`src/rtl/tbs_pkg.sv`:
```
// Shared definitions for the TBS link: receiver states, default line
// constants and the bit-period helper used by the UART-side blocks.
package tbs_pkg;

    localparam int DEFAULT_CLK_FREQ  = 50_000_000;
    localparam int DEFAULT_BAUD_RATE = 115_200;

    typedef enum logic [2:0] {
        IDLE,
        START,
        DATA,
        STOP,
        WAIT_HIGH
    } rx_state_t;

    // Rounded clocks-per-bit so odd ratios land on the nearest whole cycle.
    function automatic int bit_period(input int clk_freq, input int baud_rate);
        return (clk_freq + baud_rate / 2) / baud_rate;
    endfunction

endpackage

```
`src/rtl/rx_byte_fifo.sv`:
```
// First-word-fallthrough byte FIFO: the head entry is always presented on
// head; overrun pulses for one cycle when a push is refused because it is full.
module rx_byte_fifo #(
    parameter int DEPTH = 4,
    parameter int WIDTH = 8
) (
    input  logic             clk_50M,
    input  logic             rst_n,
    input  logic             push,
    input  logic [WIDTH-1:0] push_data,
    input  logic             pop,
    output logic [WIDTH-1:0] head,
    output logic             full,
    output logic             empty,
    output logic             overrun
);

    localparam int AW = $clog2(DEPTH);

    logic [AW:0]      wr_ptr;
    logic [AW:0]      rd_ptr;
    logic [WIDTH-1:0] mem [DEPTH];
    logic             do_pop;
    logic             do_push;

    // The extra pointer bit distinguishes full from empty when the addresses match.
    assign empty   = (wr_ptr == rd_ptr);
    assign full    = (wr_ptr[AW] != rd_ptr[AW]) && (wr_ptr[AW-1:0] == rd_ptr[AW-1:0]);
    assign do_pop  = pop && !empty;
    assign do_push = push && (!full || do_pop);
    assign head    = mem[rd_ptr[AW-1:0]];

    always_ff @(posedge clk_50M or negedge rst_n) begin
        if (!rst_n) begin
            wr_ptr  <= '0;
            rd_ptr  <= '0;
            overrun <= 1'b0;
            for (int i = 0; i < DEPTH; i++) begin
                mem[i] <= '0;
            end
        end else begin
            if (do_push) begin
                mem[wr_ptr[AW-1:0]] <= push_data;
                wr_ptr              <= wr_ptr + 1'b1;
            end
            if (do_pop) begin
                rd_ptr <= rd_ptr + 1'b1;
            end
            overrun <= push && full && !do_pop;
        end
    end

endmodule

```
`src/rtl/tbs_uart_rx.sv`:
```
// 8N1 UART receiver for the rebuilt TBS line: mid-bit 3-sample majority
// voting, stop-bit check, and a small FWFT FIFO towards the command logic.
module tbs_uart_rx
    import tbs_pkg::*;
#(
    parameter int CLK_FREQ   = DEFAULT_CLK_FREQ,
    parameter int BAUD_RATE  = DEFAULT_BAUD_RATE,
    parameter int FIFO_DEPTH = 4
) (
    input  logic       clk_50M,
    input  logic       rst_n,
    input  logic       rs232_in,
    output logic [7:0] rx_data,
    output logic       rx_valid,
    input  logic       rx_ready,
    output logic       frame_err,
    output logic       overrun,
    output logic       busy
);

    localparam int BIT   = bit_period(CLK_FREQ, BAUD_RATE);
    localparam int HALF  = BIT / 2;
    localparam int CNT_W = $clog2(BIT);

    localparam logic [CNT_W-1:0] CNT_S0   = CNT_W'(HALF - 1);
    localparam logic [CNT_W-1:0] CNT_S1   = CNT_W'(HALF);
    localparam logic [CNT_W-1:0] CNT_DEC  = CNT_W'(HALF + 1);
    localparam logic [CNT_W-1:0] CNT_LAST = CNT_W'(BIT - 1);

    rx_state_t        state;
    rx_state_t        state_next;
    logic             sync_d1;
    logic             sync_d2;
    logic [CNT_W-1:0] cnt;
    logic [CNT_W-1:0] cnt_next;
    logic [2:0]       bit_idx;
    logic [2:0]       bit_idx_next;
    logic [7:0]       shift_reg;
    logic [7:0]       shift_next;
    logic             samp0;
    logic             samp0_next;
    logic             samp1;
    logic             samp1_next;
    logic             frame_err_next;
    logic             push;
    logic             majority;
    logic             fifo_empty;
    logic             fifo_full;

    // Preset high so a reset release never looks like a start edge.
    always_ff @(posedge clk_50M or negedge rst_n) begin
        if (!rst_n) begin
            sync_d1 <= 1'b1;
            sync_d2 <= 1'b1;
        end else begin
            sync_d1 <= rs232_in;
            sync_d2 <= sync_d1;
        end
    end

    always_ff @(posedge clk_50M or negedge rst_n) begin
        if (!rst_n) begin
            state     <= IDLE;
            cnt       <= '0;
            bit_idx   <= '0;
            shift_reg <= '0;
            samp0     <= 1'b1;
            samp1     <= 1'b1;
            frame_err <= 1'b0;
        end else begin
            state     <= state_next;
            cnt       <= cnt_next;
            bit_idx   <= bit_idx_next;
            shift_reg <= shift_next;
            samp0     <= samp0_next;
            samp1     <= samp1_next;
            frame_err <= frame_err_next;
        end
    end

    // Third vote is the live synchronized sample taken at HALF+1.
    assign majority = (samp0 & samp1) | (samp0 & sync_d1) | (samp1 & sync_d1);

    always_comb begin
        state_next     = state;
        cnt_next       = cnt;
        bit_idx_next   = bit_idx;
        shift_next     = shift_reg;
        samp0_next     = samp0;
        samp1_next     = samp1;
        frame_err_next = 1'b0;
        push           = 1'b0;

        case (state)
            IDLE: begin
                if (sync_d2 && !sync_d1) begin
                    state_next = START;
                    cnt_next   = '0;
                end
            end
            START, DATA, STOP: begin
                cnt_next = cnt + 1'b1;
                if (cnt == CNT_S0) samp0_next = sync_d1;
                if (cnt == CNT_S1) samp1_next = sync_d1;
                if (cnt == CNT_DEC) begin
                    case (state)
                        START: if (majority) state_next = IDLE;
                        DATA:  shift_next = {majority, shift_reg[7:1]};
                        default: begin
                            // Leaving mid-stop-bit rearms in time for a back-to-back start.
                            if (majority) begin
                                push       = 1'b1;
                                state_next = IDLE;
                            end else begin
                                frame_err_next = 1'b1;
                                state_next     = WAIT_HIGH;
                            end
                        end
                    endcase
                end
                if (cnt == CNT_LAST) begin
                    cnt_next = '0;
                    if (state == START) begin
                        state_next   = DATA;
                        bit_idx_next = '0;
                    end else if (state == DATA) begin
                        if (bit_idx == 3'd7) state_next = STOP;
                        else                 bit_idx_next = bit_idx + 3'd1;
                    end
                end
            end
            WAIT_HIGH: begin
                if (sync_d1) state_next = IDLE;
            end
            default: state_next = IDLE;
        endcase
    end

    assign busy     = (state != IDLE);
    assign rx_valid = !fifo_empty;

    rx_byte_fifo #(
        .DEPTH (FIFO_DEPTH),
        .WIDTH (8)
    ) u_fifo (
        .clk_50M   (clk_50M),
        .rst_n     (rst_n),
        .push      (push),
        .push_data (shift_reg),
        .pop       (rx_valid && rx_ready),
        .head      (rx_data),
        .full      (fifo_full),
        .empty     (fifo_empty),
        .overrun   (overrun)
    );

endmodule

```
`config.mk`:
```
export PLATFORM = sky130hd
export DESIGN_NAME = tbs_uart_rx
export DESIGN_NICKNAME = d
export VERILOG_FILES = /design/src/rtl/tbs_pkg.sv /design/src/rtl/rx_byte_fifo.sv /design/src/rtl/tbs_uart_rx.sv
export SDC_FILE = /design/constraint.sdc
export NUM_CORES = 1
export LEC_CHECK = 0
export BUFFER_PORTS_ARGS = -buffer_cell sky130_fd_sc_hd__buf_2
export CAP_MARGIN = 0
export CELL_PAD_IN_SITES_DETAIL_PLACEMENT = 1
export CELL_PAD_IN_SITES_GLOBAL_PLACEMENT = 1
export CORE_MARGIN = 2
export CORE_UTILIZATION = 51
export CTS_BUF_LIST = sky130_fd_sc_hd__clkbuf_16
export DETAILED_ROUTE_END_ITERATION = 12
export HOLD_SLACK_MARGIN = 0.15
export PLACE_DENSITY = 0.79
export SYNTH_ARGS = -nofsm -noshare
export SYNTH_HDL_FRONTEND = slang
export SYNTH_SLANG_ARGS = --single-unit
```
`constraint.sdc`:
```
create_clock -name clk_50M -period 2.2 [get_ports clk_50M]
set_input_delay 0.22 -clock clk_50M [delete_from_list [all_inputs] [get_ports clk_50M]]
set_output_delay 0.22 -clock clk_50M [all_outputs]
set_load 0.05 [all_outputs]
```
==> results.cfg <==
[sta]
setup_tns_ns = 0
worst_pin_slew_ns = 0.681
hold_viol = 0
min_period_over_period_pct = 93.0
drv_slew = 0
skew_ns = 0.00750
worst_slack_ns = 0.153
setup_viol = 0
min_period_ns = 2.05
fmax_ghz = 0.488
slew_headroom_pct = 54.5
rsz0062_at_grt = false

[synthesis]
synth_area_leaders = dfrtp_1, mux2_2, mux4_2, ha_1, dfstp_2
synth_edf_count = 0
synth_ff_type = dfrtp_1
syn_nets = 258
synth_cell_types = 46
yosysSeqAreaShare_pct = 51.4
synth-seq-cells = 67
avgSynthCellArea_sq_um = 13.5
yosysWarningCount = 0
synth_top_area_share_pct = 48.2
synthCells = 243
synth_commonest_cells = dfrtp_1, mux2_2, ha_1
post-synth-top-count-cell = dfrtp_1
synthArstFlopShare_pct = 100
synth_area_leader_cell = dfrtp_1
synth_area_sq_um = 3270

[setup_path]
r2r_end = u_fifo.mem[1]
end_kind = flop
path_max_fanout = 9
critPathKind = reg2reg
reg2regPathDepth = 6
required_ns = 2.41
crit_start = cnt[0]
start_kind = flop
timing.rr.start = cnt[0]
r2r_slack_ns = 0.15
cp.arrival_ns = 2.26

[die]
die_w_microns = 84.1
die_area_sq_um = 7070
core.rowCount = 29
die_h_microns = 84.1
start_util_pct = 52.1
pin_count = 16
core_sq_um = 6280

[clock_network]
cts_buffer_depth = 2
clockRootBuffer = clkbuf_16
clock_latency_ns = 0.34
cts_made_buffers = 9
h-tree-depth = 3
cts_num_sinks = 67
cts_tree = yes
cts.clk_slew.worst_paths_ns = 0.05

[cells_and_area]
syn_to_final_growth_pct = 16.6
post_route_cells_drive_above_1_share_pct = 39.3
layoutNonFillerInstCount = 352
diodes = 0
multiInputGateArea_sq_um = 1490
fillerInstances = 603
final_cell_area_sq_um = 3820
final_nets = 285
ff_latch_area_sq_um = 1680
largest_register_ffs = 32

[min_path]
hold_path_class = in2reg
min_to = u_fifo.rd_ptr[2]
hold_path_depth = 3
hold_start = rx_ready

[route]
viasPerCell = 5.93
drt_iter0_drc = 76
post-route-drc-count = 0
first_pass_iters = 4
antenna_left = 0
wl_per_cell_microns = 21.4
routed_wl_microns = 7530
vias = 2089

[placed_design]
dpl_cell_area_sq_um = 3470
pre_cts_ws_ns = 0.0562
dp_hpwl_microns = 4900
place_congestion = 0.775
dpl.cell_count = 334
port_buffers = 15

[grt]
track_usage_pct = 23.4
antenna_found_initial = 0
grt_pass1_vias = 2295
grt-ovfl-total = 0
grt_max_degree = 50
grt_pass1_wl_microns = 12300

[pwr]
total_power_mw = 2.98
p_leak_nw = 1.82
power_density_nw_per_um2 = 781
peakVddDrop_mv = 0.860

[job]
maxCapViolCount = 0

[outcome]
status = finished, final reports clean
-- layer usage --
layer	part of all wire (%)	routed length, microns	vias up	global-route usage [%]
li1	-	-	966	-
met3	2.4	178	10	6.82
met5	0	0	-	0
met1	42	3190	1089	27.2
met4	1.8	132	0	7.77
met2	53	4030	24	41.1
-- how the worst max path moves through the flow --
stage	end	slack, ns	cells past startpoint
floorplan	u_fifo.rd_ptr[1]	0.27	5
global placement	u_fifo.mem[5]	0.16	6
detailed placement	u_fifo.mem[4]	0.06	6
CTS	u_fifo.mem[1]	0.02	6
global route	u_fifo.mem[1]	0.07	6
finish	u_fifo.mem[1]	0.15	6
-- area by class of cell --
cell class	count	area share (%)
Clock inverter	7	2.59
Tap cell	77	2.52
Timing Repair Buffer	28	4.98
Sequential cell	67	44.1
Multi-Input combinational cell	156	39.1
Inverter	8	0.787
Clock buffer	9	5.90
-- power breakdown --
part | total [mW] | leakage [nW] | switching (mW) | internal, mW
Clock | 1.56 | 0.156 | 0.566 | 0.999
Sequential | 1.28 | 0.919 | 0.0246 | 1.25
Combinational | 0.138 | 0.743 | 0.0892 | 0.0485
Total | 2.98 | 1.82 | 0.680 | 2.30
-- cells in the final DEF, fill, tap and decap left out, drive strengths merged, types with 3 or more instances in the layout --
master,n
a21oi,6
dfstp,4
xnor2,8
mux4,8
dfrtp,63
and3,3
nand2,9
a211oi,4
nand4,6
inv,10
nand3,9
ha,11
nor2,3
mux2,45
o21ai,9
clkbuf,9
buf,26
or3,3
-- what timing repair did --
item                       CTS  global route
hold buffers                 2             0
setup endpoints to repair    0            28
hold endpoints to repair    19             0
setup buffers                0             0
resized for setup            0             1
-- worst max-delay path, stage by stage (launching register included) --
cell and delay [ns]:
dfrtp_1 0.41, inv_1 0.13, ha_1 0.23, and4b_1 0.21, and4_2 0.40, nand3_4 0.21
mux2_2 0.34
-- cell families (layout without fill, tap and decap cells) --
kind of cell | Yosys count | after routing | synth area share [%]
and+or+nand+nor | 52 | 52 | 11.6
buffers and inverters | 20 | 52 | 2.98
AOI/OAI and AO/OA | 30 | 30 | 6.08
adders and majority gates | 12 | 12 | 4.51
muxes | 54 | 54 | 21.3
DFF | 67 | 67 | 51.4
xor gates and xnor gates | 8 | 8 | 2.14
-- per-stage QoR --
step	utilization (%)	hold slack, ns
after global routing	60.8	0.219
after CTS	60.8	0.193
after detailed placement	55.3	0.222
after global placement	55.3	0.209
final	60.8	0.202
after floorplan	-	-0.0756
Note: power is estimated with default switching activity, not from simulation.
